===== config.mk =====
export PLATFORM = sky130hd
export DESIGN_NAME = benes_pipe_net
export DESIGN_NICKNAME = d
export VERILOG_FILES = /design/src/rtl/benes_pipe_net.sv
export SDC_FILE = /design/constraint.sdc
export NUM_CORES = 1
export LEC_CHECK = 0
export CAP_MARGIN = 5
export CORE_MARGIN = 2
export CORE_UTILIZATION = 56
export CTS_CLUSTER_DIAMETER = 30
export DETAILED_ROUTE_END_ITERATION = 8
export PLACE_DENSITY_LB_ADDON = 0.1
export RECOVER_POWER = 25
export SYNTH_ARGS = -nofsm -noshare
export SYNTH_HDL_FRONTEND = slang
export SYNTH_SLANG_ARGS = --single-unit
export TNS_END_PERCENT = 1

===== constraint.sdc =====
create_clock -name clk -period 20.1 [get_ports clk]
set_input_delay 2.01 -clock clk [delete_from_list [all_inputs] [get_ports clk]]
set_output_delay 2.01 -clock clk [all_outputs]
set_load 0.005 [all_outputs]

===== src/rtl/benes_pipe_net.sv =====
// Pipelined N x N Benes permutation network with a double-buffered switch config and a drain-then-swap commit.
// Latency is STAGES cycles from accept to hand-off. One global stall: every rank holds while out_valid & !out_ready.
module benes_pipe_net #(
  parameter  int N_PORTS    = 16,
  parameter  int DATA_W     = 4,
  localparam int L          = $clog2(N_PORTS),
  localparam int STAGES     = 2*L - 1,
  localparam int SW_PER_STG = N_PORTS/2,
  localparam int SEL_W      = $clog2(STAGES),
  localparam int BUS_W      = N_PORTS*DATA_W
) (
  input  logic                  clk,
  input  logic                  rst,
  input  logic                  in_valid,
  output logic                  in_ready,
  input  logic [BUS_W-1:0]      in_data,
  output logic                  out_valid,
  input  logic                  out_ready,
  output logic [BUS_W-1:0]      out_data,
  input  logic                  cfg_wr,
  input  logic [SEL_W-1:0]      cfg_stage,
  input  logic [SW_PER_STG-1:0] cfg_bits,
  input  logic                  cfg_commit,
  output logic                  cfg_busy
);

  typedef enum logic [1:0] {
    RUN   = 2'd0,
    DRAIN = 2'd1,
    SWAP  = 2'd2
  } state_t;

  state_t state_q;
  state_t state_d;

  logic                  advance;
  logic                  in_fire;
  logic                  pipe_empty;
  logic                  do_swap;

  logic [SW_PER_STG-1:0] shadow_cfg [STAGES];
  logic [SW_PER_STG-1:0] active_cfg [STAGES];

  logic [BUS_W-1:0]      stage_in [STAGES];
  logic [BUS_W-1:0]      sw_out   [STAGES];
  logic [BUS_W-1:0]      rank_dat [STAGES];
  logic [STAGES-1:0]     rank_vld;

  assign out_valid  = rank_vld[STAGES-1];
  assign out_data   = rank_dat[STAGES-1];
  assign advance    = !out_valid || out_ready;
  assign in_fire    = in_valid && in_ready;
  assign pipe_empty = (rank_vld == '0);

  assign stage_in[0] = in_data;

  // Each stage: SW_PER_STG 2x2 switches on lane pairs (2k, 2k+1).
  for (genvar s = 0; s < STAGES; s++) begin : g_stage
    for (genvar k = 0; k < SW_PER_STG; k++) begin : g_sw
      localparam int LO = 2*k*DATA_W;
      localparam int HI = (2*k + 1)*DATA_W;
      assign sw_out[s][LO +: DATA_W] = active_cfg[s][k] ? stage_in[s][HI +: DATA_W]
                                                        : stage_in[s][LO +: DATA_W];
      assign sw_out[s][HI +: DATA_W] = active_cfg[s][k] ? stage_in[s][LO +: DATA_W]
                                                        : stage_in[s][HI +: DATA_W];
    end
  end

  // Front half unshuffles in shrinking blocks, back half shuffles in growing blocks,
  // so with all switches passing the two halves cancel to the identity.
  for (genvar s = 0; s < STAGES-1; s++) begin : g_wire
    localparam bit UNSH = (s < L-1);
    localparam int BLK  = UNSH ? (N_PORTS >> s) : (1 << (UNSH ? 0 : (s - L + 3)));
    for (genvar j = 0; j < N_PORTS; j++) begin : g_lane
      localparam int JJ   = j % BLK;
      localparam int BASE = j - JJ;
      localparam int SRC  = BASE + (UNSH ? ((JJ < BLK/2) ? 2*JJ : 2*(JJ - BLK/2) + 1)
                                         : ((JJ >> 1) + (JJ % 2)*(BLK/2)));
      assign stage_in[s+1][j*DATA_W +: DATA_W] = rank_dat[s][SRC*DATA_W +: DATA_W];
    end
  end

  always_ff @(posedge clk) begin
    if (rst) begin
      rank_vld <= '0;
      for (int s = 0; s < STAGES; s++) begin
        rank_dat[s] <= '0;
      end
    end else if (advance) begin
      rank_vld <= {rank_vld[STAGES-2:0], in_fire};
      for (int s = 0; s < STAGES; s++) begin
        rank_dat[s] <= sw_out[s];
      end
    end
  end

  // Rows at or above STAGES are silently dropped.
  always_ff @(posedge clk) begin
    if (rst) begin
      for (int s = 0; s < STAGES; s++) begin
        shadow_cfg[s] <= '0;
      end
    end else if (cfg_wr && (int'(cfg_stage) < STAGES)) begin
      shadow_cfg[cfg_stage] <= cfg_bits;
    end
  end

  always_ff @(posedge clk) begin
    if (rst) begin
      for (int s = 0; s < STAGES; s++) begin
        active_cfg[s] <= '0;
      end
    end else if (do_swap) begin
      active_cfg <= shadow_cfg;
    end
  end

  always_ff @(posedge clk) begin
    if (rst) begin
      state_q <= RUN;
    end else begin
      state_q <= state_d;
    end
  end

  // Extra commits while busy fall through: only RUN reacts to cfg_commit.
  always_comb begin
    state_d = state_q;
    case (state_q)
      RUN:     if (cfg_commit) state_d = DRAIN;
      DRAIN:   if (pipe_empty) state_d = SWAP;
      SWAP:    state_d = RUN;
      default: state_d = RUN;
    endcase
  end

  always_comb begin
    in_ready = advance && (state_q == RUN);
    cfg_busy = (state_q != RUN);
    do_swap  = (state_q == SWAP);
  end

endmodule


==> metrics.txt, run 1 <==
outcome finished, violations left; failing checks capacitance limit, slew limit; grt ovf 0; DRT iter0 DRCs 955; number of global-route vias before repair 14700; Vias 14700; slew margin rel. -2.36; fmax 88.7 MHz; FP Rows 77; CP endpoint kind flop; clock sink count 569; Inserted Clock Buffers 105; Yosys reg bits 569; Period Utilization, post-route 0.561; DR WL/cell 18.3 um; register area share after synthesis 0.631; most common cell after layout, fill and taps aside mux2i_1; Worst IR Drop VDD 0.0605 mV; Chip Height 216 um; Clk pwr share 0.559; asr flop ratio synth 0; Post-Syn Instances 2018; net switching power 668 uW; overall power 3160 uW; Int Pwr 2490 uW; CTS tree yes; I/O pin total 148; top cell type's share of synthesized area 0.535; switching fraction of total power 0.211; Sum Neg Setup Slack 0 ns; Synth area leader edfxtp_1; core area 44300 um2; # setup viols final 0; vias per inst 5.31; ys flop type edfxtp_1; post-DP HPWL 34500 um; design area 29700 um2; Reg clk slew, reported paths 0.05 ns; Sequential Power Share 0.413; largest net degree at the start of global routing 122; Syn Std Cell Area 25200 um2; initial antenna violation count 0; crit path DAT 11.53 ns; Leak Pwr 0.0105 uW; gpl congestion 0.818; Hold Path Class flop to flop; worst endpoint required time 20.36 ns; Max Clock Skew 0.0192 ns; placement-stage cell area 26100 um2; Yosys cell types 29; first-pass GRT wire length 79800 um; Final Max Tran Viols 383; Root Buffer clkbuf_16; count of cells resized by post-cts repair 0; hold buffer count at cts 0; RSZ-0062 raised after global routing no; crit start category input pin; Initial Util 0.568; Post-CTS Setup Bufs 0; Avg Inst Size Synth 12.5 um2; top cells by area, synth edfxtp_1 (53%), mux2i_1 (19%), dfxtp_1 (9.6%), nor2_1 (6.8%), nand2_1 (2.6%); Die ar. 46600 um2; Hold Fails Final Rpt 0; WHS 0.452 ns; Longest Clk Path Bufs 3; DR pass1 iterations 5; final antenna-violating net count 0; H-tree depth 3; Worst Max-Slew Pin Slew 5.01 ns; warning count from the yosys run 0; Nets 2158; global-route usage over all layers 0.221; most frequent cells in the layout mux2i_1 (472), nor2_1 (456), edfxtp_1 (448); fin cells 2759; MaxCap Viol Count 4; fillcell total 3262; chip width 216 um; Placed Cells 2561; share of post-route cells with drive strength above 1 0.0978; routed wire length 50600 um; Syn Nets 2099; EDFF count, synth 448; Power Density 106 nW/um2; DRC Markers 0; Buffers on Ports 147; diode count 0; Crit Path Max Fanout 121; area grow syn2layout 18.2%; Worst-Skew Late Latency 0.65 ns; minimum clock period 11.27 ns; crit path kind input pin to flop; Gate power share 0.028
[final timing paths]
| path | slack, ns | end | from | cells past startpoint |
|---|---|---|---|---|
| min | 0.45 | active_cfg[27]$_SDFFE_PP0N_ | shadow_cfg[27]$_SDFFE_PP0P_ | 2 |
| max reg2reg | 11.76 | rank_dat[0][360]$_SDFFCE_PN0P_ | rank_vld[6]$_SDFFE_PP0N_ | 6 |
| min reg2reg | 0.45 | active_cfg[27]$_SDFFE_PP0N_ | shadow_cfg[27]$_SDFFE_PP0P_ | 2 |
| max | 8.83 | rank_dat[0][360]$_SDFFCE_PN0P_ | rst | 7 |
[routing by layer]
layer | GRT usage | wire (um)
met5 | 0 | 0
met4 | 0.0874 | 1350
met3 | 0.0365 | 1890
met2 | 0.394 | 26300
met1 | 0.269 | 21000
[worst max-delay path, cell delays in order]
cell and delay, ns:
clkbuf_1 1.33, nor3b_1 1.06, clkbuf_1 0.25, clkinvlp_2 3.70, buf_4 1.80, buf_4 0.58
buf_4 0.57
[cell type report]
| type | count | area, um2 | area share |
|---|---|---|---|
| sequential | 569 | 15900 | 0.534 |
| multi-input combinational | 1240 | 7920 | 0.266 |
| clock buffer | 124 | 2800 | 0.0942 |
| timing repair buffer | 158 | 1540 | 0.0518 |
| clock inverter | 73 | 847 | 0.0285 |
| tap | 592 | 741 | 0.0249 |
| inverter | 3 | 12.5 | 0.000421 |
[logic make-up after synthesis]
logic type / synth area share
AND/OR/NAND/NOR: 0.107
flip-flops: 0.631
multiplexers: 0.188
buffers and inverters: 0.0546
AO/OA/AOI/OAI: 0.0202
[stage by stage]
| step | setup WS [ns] | util |
|---|---|---|
| after floorplan | 8.05 | - |
| after global routing | 7.67 | 0.671 |
| after global placement | 13.39 | 0.589 |
| after detailed placement | 13.27 | 0.589 |
| after CTS | 13.93 | 0.671 |
| final | 8.83 | 0.671 |
[power groups by stage]
stage	sequential [uW]	combinational (uW)	clock [uW]
2_1_floorplan	1320	61.4	0
5_1_grt	1310	97.0	1850
3_3_place_gp	1330	86.3	0
3_5_place_dp	1330	88.0	0
4_1_cts	1310	88.5	1790
6_report	1310	87.8	1770
[sequential cells by signal, indices dropped and copies added (netlist names)]
register,cells
shadow_cfg,56
state_q,2
rank_vld,7
rank_dat,448
active_cfg,56
[synthesized netlist by cell type (all sizes together), types with 2 or more instances]
cell type	number
buf	174
a22o	5
nor2	476
a21oi	88
and4bb	3
nor2b	2
nand4b	3
nor4b	2
clkbuf	32
mux2i	472
nand2	177
dfxtp	121
edfxtp	448
inv	3
and4b	3
(Power assumes the default switching activity.)
==> run 2, diff against run 1 <==
- clock period: 20.1 -> 11.55 ns (I/O delays scaled with it)
==> run 2 against run 1 <==
Effect of this change:
- critical path depth down 2
- via count grew 0.18%
- the flow still finishes with violations (capacitance limit, slew limit)
- critical endpoint is now rank_dat[0][73]$_SDFFCE_PN0P_
- wire length increased by 0.42%
- combinational power grew 73%
==> metrics.txt, run 2 (synthesis results as in run 1) <==
clock sink count 569 (unchanged); Largest Register rank_dat (unchanged); Sum Neg Setup Slack 0 ns (unchanged); Hold Fails Final Rpt 0 (unchanged); initial antenna violation count 0 (unchanged); Crit Path Max Fanout 141 (was 121); crit start category input pin (unchanged); core area 44300 um2 (unchanged); minimum clock period 6.83 ns; count of cells resized by post-cts repair 0 (unchanged); area grow syn2layout 19.3% (was 18.2%); Reg clk slew, reported paths 0.05 ns (about the same); Worst Max-Slew Pin Slew 4.34 ns (was 5.01 ns); FP Rows 77 (unchanged); H-tree depth 3 (unchanged); CP max-delay cell clkbuf_1 (was clkinvlp_2); Worst-Skew Late Latency 0.63 ns (was 0.65 ns); most frequent cells in the layout mux2i_1 (472), nor2_1 (456), edfxtp_1 (448) (unchanged); crit path kind input pin to flop (unchanged); routed wire length 50800 um (was 50600 um); gpl congestion 0.833 (was 0.818); Root Buffer clkbuf_16 (unchanged); DRT iter0 DRCs 1117 (was 955); hold buffer count at cts 0 (unchanged); DR pass1 iterations 5 (unchanged); Initial Util 0.568 (unchanged); Buffers on Ports 147 (unchanged); # setup viols final 0 (unchanged); CP endpoint kind flop (unchanged); Chip Height 216 um (unchanged); DR WL/cell 18.4 um (was 18.3 um); most frequent CP cell buf_4 (unchanged); DRC Markers 0 (unchanged); outcome finished, violations left (unchanged); MaxCap Viol Count 2 (was 4); Hold Path Class flop to flop (unchanged); most common cell after layout, fill and taps aside mux2i_1 (unchanged); failing checks capacitance limit, slew limit (unchanged); number of global-route vias before repair 14600 (was 14700); Leak Pwr 0.0107 uW (was 0.0105 uW); design area 30000 um2 (was 29700 um2); vias per inst 5.32 (was 5.31); diode count 0 (unchanged); Final Max Tran Viols 185 (was 383); Inserted Clock Buffers 108 (was 105); I/O pin total 148 (unchanged); first-pass GRT wire length 79100 um (was 79800 um); chip width 216 um (unchanged); Worst IR Drop VDD 0.133 mV (was 0.0605 mV); Die ar. 46600 um2 (unchanged); Post-CTS Setup Bufs 0 (unchanged); Top Registers rank_dat x448, active_cfg x56, shadow_cfg x56 (unchanged); largest net degree at the start of global routing 142 (was 122); maximum single-stage delay on the critical path 2.24 ns (was 3.70 ns); Longest Clk Path Bufs 3 (unchanged); global-route usage over all layers 0.218 (was 0.221); worst path cell trace clkbuf_1, nor3b_1, inv_8, buf_4, buf_4 (was clkbuf_1, nor3b_1, clkbuf_1, clkinvlp_2, buf_4, buf_4, buf_4); post-DP HPWL 34600 um (was 34500 um); max reg flops 448 (unchanged); Nets 2160 (was 2158); grt ovf 0 (unchanged); slew margin rel. -1.90 (was -2.36); fillcell total 3177 (was 3262); Max Clock Skew 0.0181 ns (was 0.0192 ns); crit path DAT 7.07 ns (was 11.53 ns); placement-stage cell area 26100 um2 (unchanged); final antenna-violating net count 0 (unchanged); Period Utilization, post-route 0.591; RSZ-0062 raised after global routing no (unchanged); fmax 146 MHz; CTS tree yes (unchanged); Vias 14700 (about the same); Power Density 191 nW/um2 (was 106 nW/um2); worst endpoint required time 11.80 ns (was 20.36 ns); share of post-route cells with drive strength above 1 0.103 (was 0.0978)
[run 2: final cells by class]
class	count	area [um2]	area share
Sequential cell	569	15900	0.529
Multi-Input combinational cell	1240	7930	0.264
Clock inverter	76	1030	0.0343
Tap cell	592	741	0.0247
Timing Repair Buffer	157	1540	0.0512
Inverter	3	18.8	0.000625
Clock buffer	125	2890	0.0963
[run 2: power breakdown]
part | internal [uW] | switching (uW) | total (uW)
registers | 2240 | 30.6 | 2270
clock network | 2260 | 1050 | 3310
logic | 63.1 | 88.6 | 152
total | 4570 | 1170 | 5740
[run 2: worst paths after layout]
kind	slack, ns	endpoint	startpoint	cells past startpoint
worst max-delay path	4.72	rank_dat[0][73]$_SDFFCE_PN0P_	rst	5
worst min-delay path	0.44	active_cfg[24]$_SDFFE_PP0N_	shadow_cfg[24]$_SDFFE_PP0P_	2
worst max register to register	7.63	rank_dat[0][73]$_SDFFCE_PN0P_	rank_vld[6]$_SDFFE_PP0N_	4
worst min register to register	0.44	active_cfg[24]$_SDFFE_PP0N_	shadow_cfg[24]$_SDFFE_PP0P_	2
[run 2: routing by layer]
metal,track usage,wire [um]
met3,0.0374,2090
met2,0.382,26300
met5,0,0
met4,0.0881,1440
met1,0.269,21000
[run 2: worst max-delay path, delay by kind of cell]
| kind | cells | cell delay [ns] |
|---|---|---|
| buffers and inverters | 4 | 4.97 |
| AND/OR/NAND/NOR | 1 | 0.72 |
[run 2: stage by stage]
step                setup WS, ns  std cells   util  hold WS (ns)  total power (uW)
detailed placement          6.52       2561  0.589         0.444              2460
finish                      4.72       2762  0.677         0.443              5740
global route                4.06       2762  0.677         0.471              5890
CTS                         7.16       2762  0.678         0.448              5770
global placement            6.61       2561  0.589         0.439              2460
floorplan                  0.358       2018      -         0.431              2400
